--- config.mk ---
export PLATFORM = sky130hd
export DESIGN_NAME = shl_seq_ctrl
export DESIGN_NICKNAME = d
export VERILOG_FILES = /design/src/rtl/shl_seq_ctrl_pkg.sv /design/src/rtl/shl_rr_arb2.sv /design/src/rtl/shl_seq_ctrl.sv
export SDC_FILE = /design/constraint.sdc
export NUM_CORES = 1
export LEC_CHECK = 0
export ABC_AREA = 1
export CORE_UTILIZATION = 44
export DETAILED_ROUTE_END_ITERATION = 8
export GPL_TIMING_DRIVEN = 0
export HOLD_SLACK_MARGIN = 0.15
export PLACE_DENSITY = 0.94
export SLEW_MARGIN = 0
export SYNTH_ARGS = -nofsm -noshare
export SYNTH_HDL_FRONTEND = slang
export SYNTH_SLANG_ARGS = --single-unit
--- constraint.sdc ---
create_clock -name Clk -period 3.7 [get_ports Clk]
set_clock_uncertainty 0.1 [all_clocks]
set_input_delay 0.555 -clock Clk [delete_from_list [all_inputs] [get_ports Clk]]
set_output_delay 0.555 -clock Clk [all_outputs]
set_load 0.01 [all_outputs]
--- src/rtl/shl_seq_ctrl_pkg.sv ---
// Shared types for the SHL sequencer: FSM encoding and the reset value of the
// round-robin pointer.
package shl_seq_ctrl_pkg;

  // Encoding 2'd3 is unused; the FSM treats it as IDLE.
  typedef enum logic [1:0] {
    ST_IDLE  = 2'd0,
    ST_SHIFT = 2'd1,
    ST_DONE  = 2'd2
  } state_t;

  // last_grant resets to 1 so requester 0 wins the first tie.
  localparam logic LAST_GRANT_RST = 1'b1;

endpackage

--- src/rtl/shl_rr_arb2.sv ---
// Two-way round-robin grant: a lone requester wins, a tie goes to the one not
// granted last time. Purely combinational.
module shl_rr_arb2 (
  input  logic [1:0] i_valid,
  input  logic       i_last_grant,
  output logic       o_grant,
  output logic       o_any
);

  always_comb begin
    o_any = |i_valid;
    if (&i_valid) begin
      o_grant = ~i_last_grant;
    end else begin
      o_grant = i_valid[1];
    end
  end

endmodule

--- src/rtl/shl_seq_ctrl.sv ---
// Arbitrates two requesters onto one external 1-bit shifter and iterates it
// amt times to produce a << amt, returning the result with a done pulse.
module shl_seq_ctrl #(
  parameter int DATAWIDTH = 8,
  parameter int AMTWIDTH  = 3
) (
  input  logic                 Clk,
  input  logic                 Rst,
  input  logic                 req0_valid,
  input  logic [DATAWIDTH-1:0] req0_a,
  input  logic [AMTWIDTH-1:0]  req0_amt,
  output logic                 req0_ready,
  input  logic                 req1_valid,
  input  logic [DATAWIDTH-1:0] req1_a,
  input  logic [AMTWIDTH-1:0]  req1_amt,
  output logic                 req1_ready,
  output logic [DATAWIDTH-1:0] shl_a,
  output logic                 shl_sh_amt,
  input  logic [DATAWIDTH-1:0] shl_d,
  output logic [DATAWIDTH-1:0] d,
  output logic                 done0,
  output logic                 done1,
  output logic                 busy,
  output logic [1:0]           o_dbg_state
);
  import shl_seq_ctrl_pkg::*;

  // Handshake: a request is taken on a rising edge where reqN_valid and
  // reqN_ready are both high; ready is only ever high in IDLE out of reset,
  // and the requester must hold valid/a/amt stable until then.

  state_t                r_state, w_state_nxt;
  logic [DATAWIDTH-1:0]  r_acc, w_acc_nxt;
  logic [AMTWIDTH-1:0]   r_cnt, w_cnt_nxt;
  logic                  r_owner, w_owner_nxt;
  logic                  r_last_grant, w_last_grant_nxt;
  logic [DATAWIDTH-1:0]  r_d, w_d_nxt;
  logic                  r_done0, w_done0_nxt;
  logic                  r_done1, w_done1_nxt;
  logic                  w_sh;
  logic                  w_grant, w_any, w_idle;
  logic [AMTWIDTH-1:0]   w_amt_sel;

  shl_rr_arb2 u_arb (
    .i_valid      ({req1_valid, req0_valid}),
    .i_last_grant (r_last_grant),
    .o_grant      (w_grant),
    .o_any        (w_any)
  );

  assign w_idle     = Rst & (r_state == ST_IDLE);
  assign req0_ready = w_idle & req0_valid & ~w_grant;
  assign req1_ready = w_idle & req1_valid & w_grant;
  assign w_amt_sel  = w_grant ? req1_amt : req0_amt;

  always_comb begin
    w_state_nxt      = r_state;
    w_acc_nxt        = r_acc;
    w_cnt_nxt        = r_cnt;
    w_owner_nxt      = r_owner;
    w_last_grant_nxt = r_last_grant;
    w_d_nxt          = r_d;
    w_done0_nxt      = 1'b0;
    w_done1_nxt      = 1'b0;
    w_sh             = 1'b0;
    case (r_state)
      ST_IDLE: begin
        if (w_any) begin
          w_acc_nxt        = w_grant ? req1_a : req0_a;
          w_cnt_nxt        = w_amt_sel;
          w_owner_nxt      = w_grant;
          w_last_grant_nxt = w_grant;
          w_state_nxt      = (w_amt_sel == '0) ? ST_DONE : ST_SHIFT;
        end
      end
      ST_SHIFT: begin
        // Exit at cnt==1 so the count never wraps below zero.
        w_sh      = 1'b1;
        w_acc_nxt = shl_d;
        w_cnt_nxt = r_cnt - AMTWIDTH'(1);
        if (r_cnt == AMTWIDTH'(1)) begin
          w_state_nxt = ST_DONE;
        end
      end
      ST_DONE: begin
        w_d_nxt     = r_acc;
        w_done0_nxt = ~r_owner;
        w_done1_nxt = r_owner;
        w_state_nxt = ST_IDLE;
      end
      default: begin
        w_state_nxt = ST_IDLE;
      end
    endcase
  end

  always_ff @(posedge Clk) begin
    if (!Rst) begin
      r_state      <= ST_IDLE;
      r_acc        <= '0;
      r_cnt        <= '0;
      r_owner      <= 1'b0;
      r_last_grant <= LAST_GRANT_RST;
      r_d          <= '0;
      r_done0      <= 1'b0;
      r_done1      <= 1'b0;
    end else begin
      r_state      <= w_state_nxt;
      r_acc        <= w_acc_nxt;
      r_cnt        <= w_cnt_nxt;
      r_owner      <= w_owner_nxt;
      r_last_grant <= w_last_grant_nxt;
      r_d          <= w_d_nxt;
      r_done0      <= w_done0_nxt;
      r_done1      <= w_done1_nxt;
    end
  end

  assign shl_a       = r_acc;
  assign shl_sh_amt  = w_sh;
  assign d           = r_d;
  assign done0       = r_done0;
  assign done1       = r_done1;
  assign busy        = (r_state == ST_SHIFT) | (r_state == ST_DONE);
  assign o_dbg_state = r_state;

endmodule

==> flow_summary_export.csv <==
group,metric,value,unit
route,ant_nets,0,
power_and_ir_drop,worst_ir_drop_vdd,0.378,mV
route,via_per_inst,4.96,
timing,fmax,342,MHz
timing,setup_tns,0,ns
layout,diodes,0,
worst_setup_path,worstPathCellList,"clkdlybuf4s50_1 -> nand2_2 -> nand2_2 -> buf_4 -> nand2_1 -> nor2_1 -> clkdlybuf4s50_1",
worst_setup_path,critPathArrivalTime,2.27,ns
clock_tree,htreeDepth,1,
power_and_ir_drop,seqPwrFrac,0.359,
worst_setup_path,critical-path-top-delay-family,"buffers and inverters",
route,vias,1378,
power_and_ir_drop,p_sw,0.427,mW
clock_tree,cts_hold_buf,0,
yosys,netlist_instances,187,
global_routing,grt_max_degree,16,
yosys,synth_xor_area_frac,0.00676,
timing,grt_setup_unrepaired,"no",
worst_setup_path,slowest_stage,"clkdlybuf4s50_1",
clock_tree,ctsResizeCount,0,
placement,place.gp.congestion,0.812,
placement,dpl_worst_slack,0.775,ns
power_and_ir_drop,combPwrFrac,0.516,
worst_setup_path,critPathMaxFanout,10,
global_routing,grt_pass1_vias,1294,
job,drv_cap,0,
floorplan,core_area,2780,um^2
yosys,synth.avg_cell_area,6.93,um^2
timing,worstMarginPinSlew,0.515,ns
power_and_ir_drop,leakage,0.865,nW
floorplan,die_x,56.3,um
global_routing,antenna_found_initial,0,
clock_tree,cts_tree,"done",
yosys,syn_area,1290,um^2
yosys,ys_seq_area_frac,0.386,
yosys,yosys_register_bits,25,
placement,dp.cells,274,
global_routing,grt.total_usage,0.223,
clock_tree,cts_buffer_depth,2,
layout,layout-drive-gt1-share,0.0729,
worst_setup_path,cp_num_buf_inv,3,
timing,hold_violations,0,
worst_setup_path,cp_data_required_time,3.04,ns
worst_setup_path,worstReg2RegStart,"o_dbg_state[1]",
floorplan,dieArea,3160,um^2
yosys,synth_top_family_by_area,"simple AND/OR/NAND/NOR gates",
yosys,synth-simple-area-share,0.262,
global_routing,grt_pass1_wl,5.46,mm
worst_setup_path,startpoint,"req0_valid",
clock_tree,cts-root-buf,"clkbuf_4",
route,drt-pass1-iter-count,4,
yosys,synth-compound-area-share,0.185,
worst_setup_path,end_kind,"primary output",
yosys,synth_warnings,0,
clock_tree,cts_buffers,3,
layout,nFillCells,244,
layout,area_growth,48.6,%
placement,dp.final_hpwl,2.57,mm
worst_setup_path,max_stage_delay,0.55,ns
floorplan,start_util,0.466,
route,drc,0,
yosys,synth_adder_area_share,0.0483,
power_and_ir_drop,power_per_cell_area,563,nW/um^2
yosys,syn_nets,226,
timing,fin_crit_sh,0.790,
yosys,yosys-mux-area-fraction,0,
clock_tree,clk_transition_reported_paths,0.15,ns
outcome,status,"finished, final reports clean",
clock_tree,post_cts_buffers,0,
floorplan,fp.dieH,56.3,um
worst_setup_path,start_kind,"primary input",
route,wirelength,3.40,mm
clock_tree,cts.sinks,25,
placement,portBuffers,56,
timing,slew_headroom,0.656,
timing,final.setup.worst_slack,0.776,ns
global_routing,overflow,0,
layout,utilization,0.692,
timing,final_max_slew_viol_count,0,
layout,nNetsFinal,287,
route,drt_iter0_markers,44,
timing,finalSetupViolations,0,
power_and_ir_drop,clkPwrFrac,0.125,
power_and_ir_drop,swShare,0.394,
yosys,ys_types,23,
floorplan,ios,58,
route,wire_per_inst,12.2,um
worst_setup_path,critPathKind,"primary input to primary output",
layout,post_layout_nonfiller_instances,278,
timing,period_needed,2.92,ns
power_and_ir_drop,p_int,0.657,mW
hold_path,min_from,"r_owner",
clock_tree,clk_latency,0.34,ns
hold_path,hold_path.class,"register to register",
floorplan,rows,19,
[cells by family (layout without fill, tap and decap cells)]
group,count (synthesis),in the layout
adder cells (fa/ha/maj),5,5
AND/OR/NAND/NOR,80,80
buffers and inverters,33,93
AO/OA/AOI/OAI,43,43
flip-flops,25,25
XOR/XNOR,1,1
[flip-flops by register name (all words and copies together) (netlist names)]
signal,count
d,8
done0,1
done1,1
o_dbg_state,2
r_cnt,3
r_last_grant,1
r_owner,1
shl_a,8
[placed cells by master, fill, tap and decap left out]
cell type,count
nand2_1,34
inv_2,1
or2_2,4
ha_1,5
a21oi_1,18
o21ai_0,10
nor3_1,1
buf_4,1
nand2_2,3
clkbuf_1,3
o211ai_1,8
inv_1,22
buf_6,2
clkinv_1,2
xnor2_1,1
dfxtp_1,25
clkbuf_4,3
o21ai_1,6
nand3b_1,1
clkdlybuf4s50_1,56
nand3_1,11
nor2_1,25
clkinvlp_4,1
buf_2,2
or2_1,1
a21oi_2,1
[per-stage QoR]
stage	area [um^2]	hold WS (ns)	total power, mW
after floorplan	1290	0.323	0.715
after global placement	1890	0.341	0.935
after detailed placement	1890	0.344	0.952
after CTS	1920	0.360	1.08
after global routing	1920	0.395	1.17
final	1920	0.373	1.08
[power by group through the flow]
stage	combinational (mW)	clock [mW]	sequential, mW
6_report	0.560	0.136	0.389
3_5_place_dp	0.558	0	0.395
2_1_floorplan	0.300	0	0.415
5_1_grt	0.622	0.146	0.398
4_1_cts	0.560	0.136	0.388
3_3_place_gp	0.543	0	0.392
[worst min-delay path, delay by kind of cell (launching register included)]
family,cells,cell delay (ns)
flip-flops,1,0.36
AND/OR/NAND/NOR,2,0.09
[path summary, 6_finish.rpt]
check	endpoint	slack, ns	depth (start not counted)
setup / recovery	req0_ready	0.78	7
hold / removal	done1	0.37	2
setup reg to reg	r_cnt[1]	1.93	7
hold reg to reg	done1	0.37	2
[cell type report]
| class | count | area, um^2 | area share |
|---|---|---|---|
| inverter | 25 | 93.8 | 0.0488 |
| sequential | 25 | 500 | 0.260 |
| buffer | 8 | 51.3 | 0.0267 |
| clock inverter | 1 | 7.51 | 0.00390 |
| timing repair buffer | 56 | 561 | 0.291 |
| clock buffer | 3 | 22.5 | 0.0117 |
| multi-input combinational | 129 | 649 | 0.337 |
| tap | 31 | 38.8 | 0.0202 |
[metal layers]
metal / wire length, um / track usage / part of all wire / vias to the layer above
met2: 1660 / 0.389 / 0.49 / 44
met3: 168 / 0.0461 / 0.049 / 5
met1: 1510 / 0.257 / 0.44 / 614
li1: - / - / - / 715
met5: 0 / 0 / 0 / -
met4: 57 / 0.111 / 0.017 / 0
[synthesized netlist by cell type, drive strengths merged]
library cell	n	area, um^2
nand3b	1	7.51
o21ai	16	80.1
ha	5	62.6
a21oi	19	98.9
dfxtp	25	500
or2	5	31.3
buf	5	40.0
o211ai	8	60.1
nor2	25	93.8
nor3	1	5.00
clkinv	2	7.51
clkbuf	3	11.3
xnor2	1	8.76
nand3	11	55.1
inv	23	86.3
nand2	37	146
No activity file was read; power rests on OpenSTA's default activity.
